File: src/rtl/inst_aligner_pkg.sv
// Shared constants and length-decode helper for the instruction aligner.
package inst_aligner_pkg;

  localparam logic [1:0] ILEN_16    = 2'd1;   // halfwords consumed by an RVC instruction
  localparam logic [1:0] ILEN_32    = 2'd2;   // halfwords consumed by a 32-bit instruction
  localparam logic [1:0] RVC_OPMASK = 2'b11;
  localparam logic [2:0] OPLEN_GT32 = 3'b111;

  function automatic logic is_32b(input logic [15:0] h);
    return h[1:0] == RVC_OPMASK;
  endfunction

endpackage

File: src/rtl/inst_aligner_if.sv
// Fetch-side, redirect and decoder-side signals of the aligner.
interface inst_aligner_if #(parameter int XLEN = 32);
  logic            flush;
  logic [XLEN-1:0] flush_pc;
  logic            fetch_valid;
  logic            fetch_ready;
  logic [31:0]     fetch_data;
  logic            out_valid;
  logic            out_ready;
  logic [31:0]     out_inst;
  logic [XLEN-1:0] out_pc;
  logic            out_rvc;
  logic            out_illegal;

  modport master (
    output flush, flush_pc, fetch_valid, fetch_data, out_ready,
    input  fetch_ready, out_valid, out_inst, out_pc, out_rvc, out_illegal
  );

  modport slave (
    input  flush, flush_pc, fetch_valid, fetch_data, out_ready,
    output fetch_ready, out_valid, out_inst, out_pc, out_rvc, out_illegal
  );
endinterface

File: src/rtl/inst_aligner_hw_queue.sv
// Halfword circular buffer: 0/1/2 pushes and 0/1/2 pops per cycle, any even DEPTH.
module hw_queue #(
  parameter  int DEPTH = 8,
  localparam int PW    = $clog2(DEPTH),
  localparam int CW    = $clog2(DEPTH + 1)
) (
  input  logic          clock,
  input  logic          reset,
  input  logic          clr_i,
  input  logic [1:0]    push_n_i,
  input  logic [15:0]   push_d0_i,
  input  logic [15:0]   push_d1_i,
  input  logic [1:0]    pop_n_i,
  output logic [CW-1:0] count_o,
  output logic [15:0]   h0_o,
  output logic [15:0]   h1_o
);

  logic [15:0]   mem_q [DEPTH];
  logic [PW-1:0] head_q, head_d, tail_q, tail_d;
  logic [CW-1:0] count_q, count_d;

  // DEPTH need not be a power of two, so wrap explicitly.
  function automatic logic [PW-1:0] wrap_add(input logic [PW-1:0] p, input logic [1:0] n);
    logic [PW:0] s;
    s = {1'b0, p} + {{(PW-1){1'b0}}, n};
    if (s >= (PW+1)'(DEPTH)) s = s - (PW+1)'(DEPTH);
    return s[PW-1:0];
  endfunction

  always_comb begin
    head_d  = wrap_add(head_q, pop_n_i);
    tail_d  = wrap_add(tail_q, push_n_i);
    count_d = count_q + CW'(push_n_i) - CW'(pop_n_i);
  end

  always_ff @(posedge clock) begin
    if (reset || clr_i) begin
      head_q  <= '0;
      tail_q  <= '0;
      count_q <= '0;
    end else begin
      head_q  <= head_d;
      tail_q  <= tail_d;
      count_q <= count_d;
    end
  end

  always_ff @(posedge clock) begin
    if (push_n_i != 2'd0) mem_q[tail_q] <= push_d0_i;
    if (push_n_i == 2'd2) mem_q[wrap_add(tail_q, 2'd1)] <= push_d1_i;
  end

  assign count_o = count_q;
  assign h0_o    = mem_q[head_q];
  assign h1_o    = mem_q[wrap_add(head_q, 2'd1)];

endmodule

File: src/rtl/inst_aligner.sv
// Re-aligns 32-bit fetch words holding mixed RVC/32-bit code into one instruction per cycle.
module inst_aligner
  import inst_aligner_pkg::*;
#(
  parameter int              XLEN     = 32,
  parameter int              DEPTH    = 8,
  parameter logic [XLEN-1:0] RESET_PC = '0
) (
  input  logic             clock,
  input  logic             reset,
  inst_aligner_if.slave    bus
);

  localparam int CW = $clog2(DEPTH + 1);

  logic [CW-1:0]   count;
  logic [15:0]     h0, h1, d0;
  logic            is32, out_valid, out_rvc, fetch_ready, push, pop;
  logic [1:0]      push_n, pop_n;
  logic [XLEN-1:0] pc_q, pc_d;
  logic            drop_low_q, drop_low_d;
  logic            unused_pc0;

  assign unused_pc0 = bus.flush_pc[0];

  hw_queue #(.DEPTH(DEPTH)) u_q (
    .clock    (clock),
    .reset    (reset),
    .clr_i    (bus.flush),
    .push_n_i (push_n),
    .push_d0_i(d0),
    .push_d1_i(bus.fetch_data[31:16]),
    .pop_n_i  (pop_n),
    .count_o  (count),
    .h0_o     (h0),
    .h1_o     (h1)
  );

  always_comb begin
    is32        = is_32b(h0);
    out_valid   = is32 ? (count >= CW'(2)) : (count >= CW'(1));
    out_rvc     = out_valid && !is32;
    fetch_ready = count <= CW'(DEPTH - 2);
    // Flush wins: nothing is enqueued or retired in a redirect cycle.
    push        = bus.fetch_valid && fetch_ready && !bus.flush;
    pop         = out_valid && bus.out_ready && !bus.flush;
    push_n      = push ? (drop_low_q ? ILEN_16 : ILEN_32) : 2'd0;
    d0          = drop_low_q ? bus.fetch_data[31:16] : bus.fetch_data[15:0];
    pop_n       = pop ? (is32 ? ILEN_32 : ILEN_16) : 2'd0;
    pc_d        = pc_q;
    drop_low_d  = drop_low_q;
    if (bus.flush) begin
      pc_d       = {bus.flush_pc[XLEN-1:1], 1'b0};
      drop_low_d = bus.flush_pc[1];
    end else begin
      if (pop)  pc_d       = pc_q + (is32 ? XLEN'(4) : XLEN'(2));
      if (push) drop_low_d = 1'b0;
    end
  end

  always_ff @(posedge clock) begin
    if (reset) begin
      pc_q       <= RESET_PC;
      drop_low_q <= RESET_PC[1];
    end else begin
      pc_q       <= pc_d;
      drop_low_q <= drop_low_d;
    end
  end

  assign bus.fetch_ready = fetch_ready;
  assign bus.out_valid   = out_valid;
  assign bus.out_rvc     = out_rvc;
  assign bus.out_inst    = is32 ? {h1, h0} : {16'h0000, h0};
  assign bus.out_pc      = pc_q;
  assign bus.out_illegal = out_valid && ((out_rvc && h0 == 16'h0000) ||
                                         (!out_rvc && h0[4:2] == OPLEN_GT32));

endmodule

File: src/flat_wrapper.sv
// flat-port wrapper written by rule: the top's interface ports become plain ports
module inst_aligner_flat import inst_aligner_pkg::*;
#(
  parameter int              XLEN     = 32,
  parameter int              DEPTH    = 8,
  parameter logic [XLEN-1:0] RESET_PC = '0
)
  (clock, reset, bus_flush, bus_flush_pc, bus_fetch_valid, bus_fetch_data, bus_out_ready, bus_fetch_ready, bus_out_valid, bus_out_inst, bus_out_pc, bus_out_rvc, bus_out_illegal);
  inst_aligner_if #(.XLEN(XLEN)) bus_i ();
  input  logic clock;
  input  logic reset;
  input wire logic [$bits(bus_i.flush)-1:0] bus_flush;
  input wire logic [$bits(bus_i.flush_pc)-1:0] bus_flush_pc;
  input wire logic [$bits(bus_i.fetch_valid)-1:0] bus_fetch_valid;
  input wire logic [$bits(bus_i.fetch_data)-1:0] bus_fetch_data;
  input wire logic [$bits(bus_i.out_ready)-1:0] bus_out_ready;
  output wire logic [$bits(bus_i.fetch_ready)-1:0] bus_fetch_ready;
  output wire logic [$bits(bus_i.out_valid)-1:0] bus_out_valid;
  output wire logic [$bits(bus_i.out_inst)-1:0] bus_out_inst;
  output wire logic [$bits(bus_i.out_pc)-1:0] bus_out_pc;
  output wire logic [$bits(bus_i.out_rvc)-1:0] bus_out_rvc;
  output wire logic [$bits(bus_i.out_illegal)-1:0] bus_out_illegal;
  assign bus_i.flush = bus_flush;
  assign bus_i.flush_pc = bus_flush_pc;
  assign bus_i.fetch_valid = bus_fetch_valid;
  assign bus_i.fetch_data = bus_fetch_data;
  assign bus_i.out_ready = bus_out_ready;
  assign bus_fetch_ready = bus_i.fetch_ready;
  assign bus_out_valid = bus_i.out_valid;
  assign bus_out_inst = bus_i.out_inst;
  assign bus_out_pc = bus_i.out_pc;
  assign bus_out_rvc = bus_i.out_rvc;
  assign bus_out_illegal = bus_i.out_illegal;
  inst_aligner #(.XLEN(XLEN), .DEPTH(DEPTH), .RESET_PC(RESET_PC)) u_core (.clock(clock), .reset(reset), .bus(bus_i));
endmodule
File: config.mk
export PLATFORM = sky130hd
export DESIGN_NAME = inst_aligner_flat
export DESIGN_NICKNAME = d
export VERILOG_FILES = /design/src/rtl/inst_aligner_pkg.sv /design/src/rtl/inst_aligner_if.sv /design/src/rtl/inst_aligner_hw_queue.sv /design/src/rtl/inst_aligner.sv /design/src/flat_wrapper.sv
export SDC_FILE = /design/constraint.sdc
export NUM_CORES = 1
export LEC_CHECK = 0
export CAP_MARGIN = 5
export CORE_UTILIZATION = 42
export CTS_CLUSTER_DIAMETER = 100
export DETAILED_ROUTE_END_ITERATION = 10
export PLACE_DENSITY = 0.71
export SYNTH_ARGS = -nofsm -noshare
export SYNTH_HDL_FRONTEND = slang
export SYNTH_SLANG_ARGS = --single-unit
File: constraint.sdc
create_clock -name clock -period 11.5 [get_ports clock]
set_input_delay 1.725 -clock clock [delete_from_list [all_inputs] [get_ports clock]]
set_output_delay 1.725 -clock clock [all_outputs]
set_load 0.02 [all_outputs]
==> results.cfg <==
[timing]
rsz0062_at_grt = false
max_slew.worst_pin.slew_ns = 1.08
clock-skew-final_ns = 0.0170
timing.final.crit_period_ns = 6.55
final_hold_viol_count = 0
setup_viol_count_final = 0
fmax_mhz = 153
fin_crit_sh_pct = 56.9
max_slew_violations = 0
final_setup_slack_of_the_worst_path_ns = 4.95
fin_tns_setup_ns = 0
slew_headroom_pct = 27.7

[place]
post-dp-hpwl_mm = 21.0
globalplace.congestion = 0.893
dp_slack_ns = 5.45
dpl.cell_count = 1414
port-buffer-count = 134

[finish]
diodes = 0
final_core_utilization_pct = 52.0
post_layout_instance_count_excluding_filler_cells = 1446
final_net_count = 1195
mostFrequentLayoutCell = sky130_fd_sc_hd__a21oi_1
area.sequential_um2 = 4690
multi_input_comb_area_um2 = 5320
layout.cells.most_common_list = 171 x sky130_fd_sc_hd__a21oi_1, 167 x sky130_fd_sc_hd__nor2_1, 134 x sky130_fd_sc_hd__clkdlybuf4s50_1, 128 x sky130_fd_sc_hd__edfxtp_1, 63 x sky130_fd_sc_hd__nand2_1
final_layout_size_suffix_gt1_share_pct = 13.5
flow.area_growth_from_synthesis_pct = 21.4
fillers = 2133

[pwr]
ir_drop_v = 0.0000813
p_per_area_nw_per_um2 = 127
power.static_leakage_nw = 4.18

[synth]
synthesis.instances = 1016
syn_area_um2 = 10400
synth_seq_cells = 170
async_flop_share_pct = 0
synth_edf_count = 128
syn_nets = 1102
synth_cell_types = 58
seq_area_frac_synth_pct = 44.9
syn_area_per_cell_um2 = 10.3
ys_warn_count = 0
dominantRegCellSynth = sky130_fd_sc_hd__edfxtp_1

[clock_network]
clock_pin_slew_of_the_registers_on_the_worst_case_setup_and_hold_paths_ns = 0.07
postCtsSetupBuffers = 0
cts_buffer_depth = 2
clock_sinks = 170
cts_inserted_buffers = 17
root_buffer = sky130_fd_sc_hd__clkbuf_16
cts_tree = done
clkLatencyLatePin_ns = 0.44
cts_hold_buf = 0
cts_max_level = 4
cts-resized-gates = 0

[die]
die_h_um = 160
placeableCoreArea_um2 = 24300
floorplan.io_pins = 137
die_x_um = 160
std_cell_rows = 57
fp.dieArea_um2 = 25500
starting_density_of_the_core_pct = 42.9

[worst_setup_path]
required_ns = 9.78
cp.arrival_ns = 4.82
crit_path_max_fanout = 33
timing.reg2reg.worst_path_depth = 12
critical_path.endpoint_type = output pin
critical_path.startpoint_type = flop
timing.setup.critical_path_class = flop to output pin

[drt]
dr_total_vias = 8888
detailedRoute.firstPassIterationCount = 5
route.antenna.remaining_nets = 0
drt_drc_violations_left = 0
route.final.wire_length_mm = 31.3
routed_wire_length_per_instance_um = 21.6
first_iter_violations = 1347
via_per_inst = 6.15

[global_routing]
first_pass_grt_wire_length_mm = 48.4
grt_remaining_overflow = 0
grt_usage_pct = 25.0
antenna_found_initial = 0
first_global_vias = 8326
grt_start_max_net_pins = 57

[status]
status = completed

[flow_run]
max_capacitance_violation_count = 0

[worst_hold_path]
hold_path_depth = 2
hp-class = flop to flop
[power by group]
group / leakage [nW] / total, W / internal, W / switching, W
clock network: 0.290 / 0.000589 / 0.000297 / 0.000292
logic: 2.38 / 0.000311 / 0.000139 / 0.000172
registers: 1.51 / 0.000714 / 0.000689 / 0.0000245
[synthesized netlist by cell type, types with 4 or more instances]
master | number | area (µm²)
sky130_fd_sc_hd__nor4_1 | 11 | 68.8
sky130_fd_sc_hd__nor2_1 | 167 | 627
sky130_fd_sc_hd__and3_1 | 4 | 25.0
sky130_fd_sc_hd__a311oi_1 | 4 | 35.0
sky130_fd_sc_hd__a21oi_1 | 171 | 856
sky130_fd_sc_hd__or4_1 | 11 | 82.6
sky130_fd_sc_hd__o21bai_1 | 7 | 52.6
sky130_fd_sc_hd__nand2b_1 | 10 | 62.6
sky130_fd_sc_hd__or3_1 | 4 | 25.0
sky130_fd_sc_hd__nand2_1 | 63 | 236
sky130_fd_sc_hd__mux4_2 | 61 | 1370
sky130_fd_sc_hd__nand3_1 | 17 | 85.1
sky130_fd_sc_hd__buf_1 | 29 | 109
sky130_fd_sc_hd__xor2_1 | 9 | 78.8
sky130_fd_sc_hd__dfxtp_1 | 42 | 841
sky130_fd_sc_hd__edfxtp_1 | 128 | 3840
sky130_fd_sc_hd__clkbuf_1 | 53 | 199
sky130_fd_sc_hd__xnor2_1 | 21 | 184
sky130_fd_sc_hd__inv_1 | 23 | 86.3
sky130_fd_sc_hd__mux2_2 | 14 | 158
sky130_fd_sc_hd__o31ai_1 | 5 | 37.5
sky130_fd_sc_hd__o21ai_0 | 17 | 85.1
sky130_fd_sc_hd__nand4_1 | 9 | 56.3
sky130_fd_sc_hd__a211oi_1 | 20 | 150
sky130_fd_sc_hd__fa_1 | 5 | 100
sky130_fd_sc_hd__mux2i_1 | 17 | 170
sky130_fd_sc_hd__a2111oi_2 | 4 | 60.1
sky130_fd_sc_hd__nor3_1 | 19 | 95.1
sky130_fd_sc_hd__a211oi_2 | 4 | 50.1
sky130_fd_sc_hd__nand3b_1 | 7 | 52.6
sky130_fd_sc_hd__and2_1 | 7 | 43.8
sky130_fd_sc_hd__ha_1 | 12 | 150
[layer usage]
metal  GRT usage [%]  up-vias  part of all wire, %
met4            9.18        0                  2.8
met2            39.4      569                   47
met5               0        -                    0
li1                -     3981                    -
met3            4.92       71                   10
met1            34.1     4267                   40
[worst paths after layout]
check,startpoint,endpoint,slack [ns]
max,u_core.u_q.head_q[1],bus_out_illegal,4.95
min,u_core.bus.out_pc[31],u_core.bus.out_pc[31],0.53
max reg2reg,u_core.u_q.head_q[1],u_core.bus.out_pc[24],5.97
min reg2reg,u_core.bus.out_pc[31],u_core.bus.out_pc[31],0.53
[per-stage QoR]
stage | hold slack, ns | total power [W] | instance area [µm²]
after floorplan | 0.551 | 0.000910 | 10400
after global placement | 0.501 | 0.00103 | 12000
after detailed placement | 0.510 | 0.00104 | 12000
after CTS | 0.523 | 0.00162 | 12700
after global routing | 0.585 | 0.00167 | 12700
final | 0.531 | 0.00161 | 12700
[layout make-up]
| type | count | area share [%] |
|---|---|---|
| Multi-Input combinational cell | 736 | 42.1 |
| Tap cell | 324 | 3.20 |
| Clock buffer | 17 | 3.36 |
| Sequential cell | 170 | 37.1 |
| Inverter | 24 | 0.712 |
| Timing Repair Buffer | 160 | 12.1 |
| Clock inverter | 15 | 1.47 |
[critical path: stages (launching register included)]
cell and delay [ns]:
sky130_fd_sc_hd__dfxtp_2 0.31, sky130_fd_sc_hd__buf_4 0.50, sky130_fd_sc_hd__clkinv_1 0.60, sky130_fd_sc_hd__mux2_4 0.50, sky130_fd_sc_hd__nand2_1 0.80, sky130_fd_sc_hd__a21oi_1 0.33, sky130_fd_sc_hd__inv_1 0.30, sky130_fd_sc_hd__o31ai_1 0.12
sky130_fd_sc_hd__o2bb2ai_1 0.27, sky130_fd_sc_hd__clkdlybuf4s50_1 0.66
[kinds of logic after synthesis]
group	Yosys count	synth area share, %
AND/OR/NAND/NOR	341	14.9
AO/OA/AOI/OAI	253	14.4
flip-flops	170	44.9
buffers and inverters	110	4.18
multiplexers	94	16.7
XOR/XNOR	30	2.52
adder cells (fa/ha/maj)	17	2.40
other	1	0.0360
[registers in the layout (all words and copies together), names as in the netlist]
register,count
u_core.u_q.mem_q,128
u_core.bus.out_pc,31
u_core.drop_low_q,1
u_core.u_q.tail_q,3
u_core.u_q.head_q,3
u_core.u_q.count_o,4
Note: power is estimated with default switching activity, not from simulation.
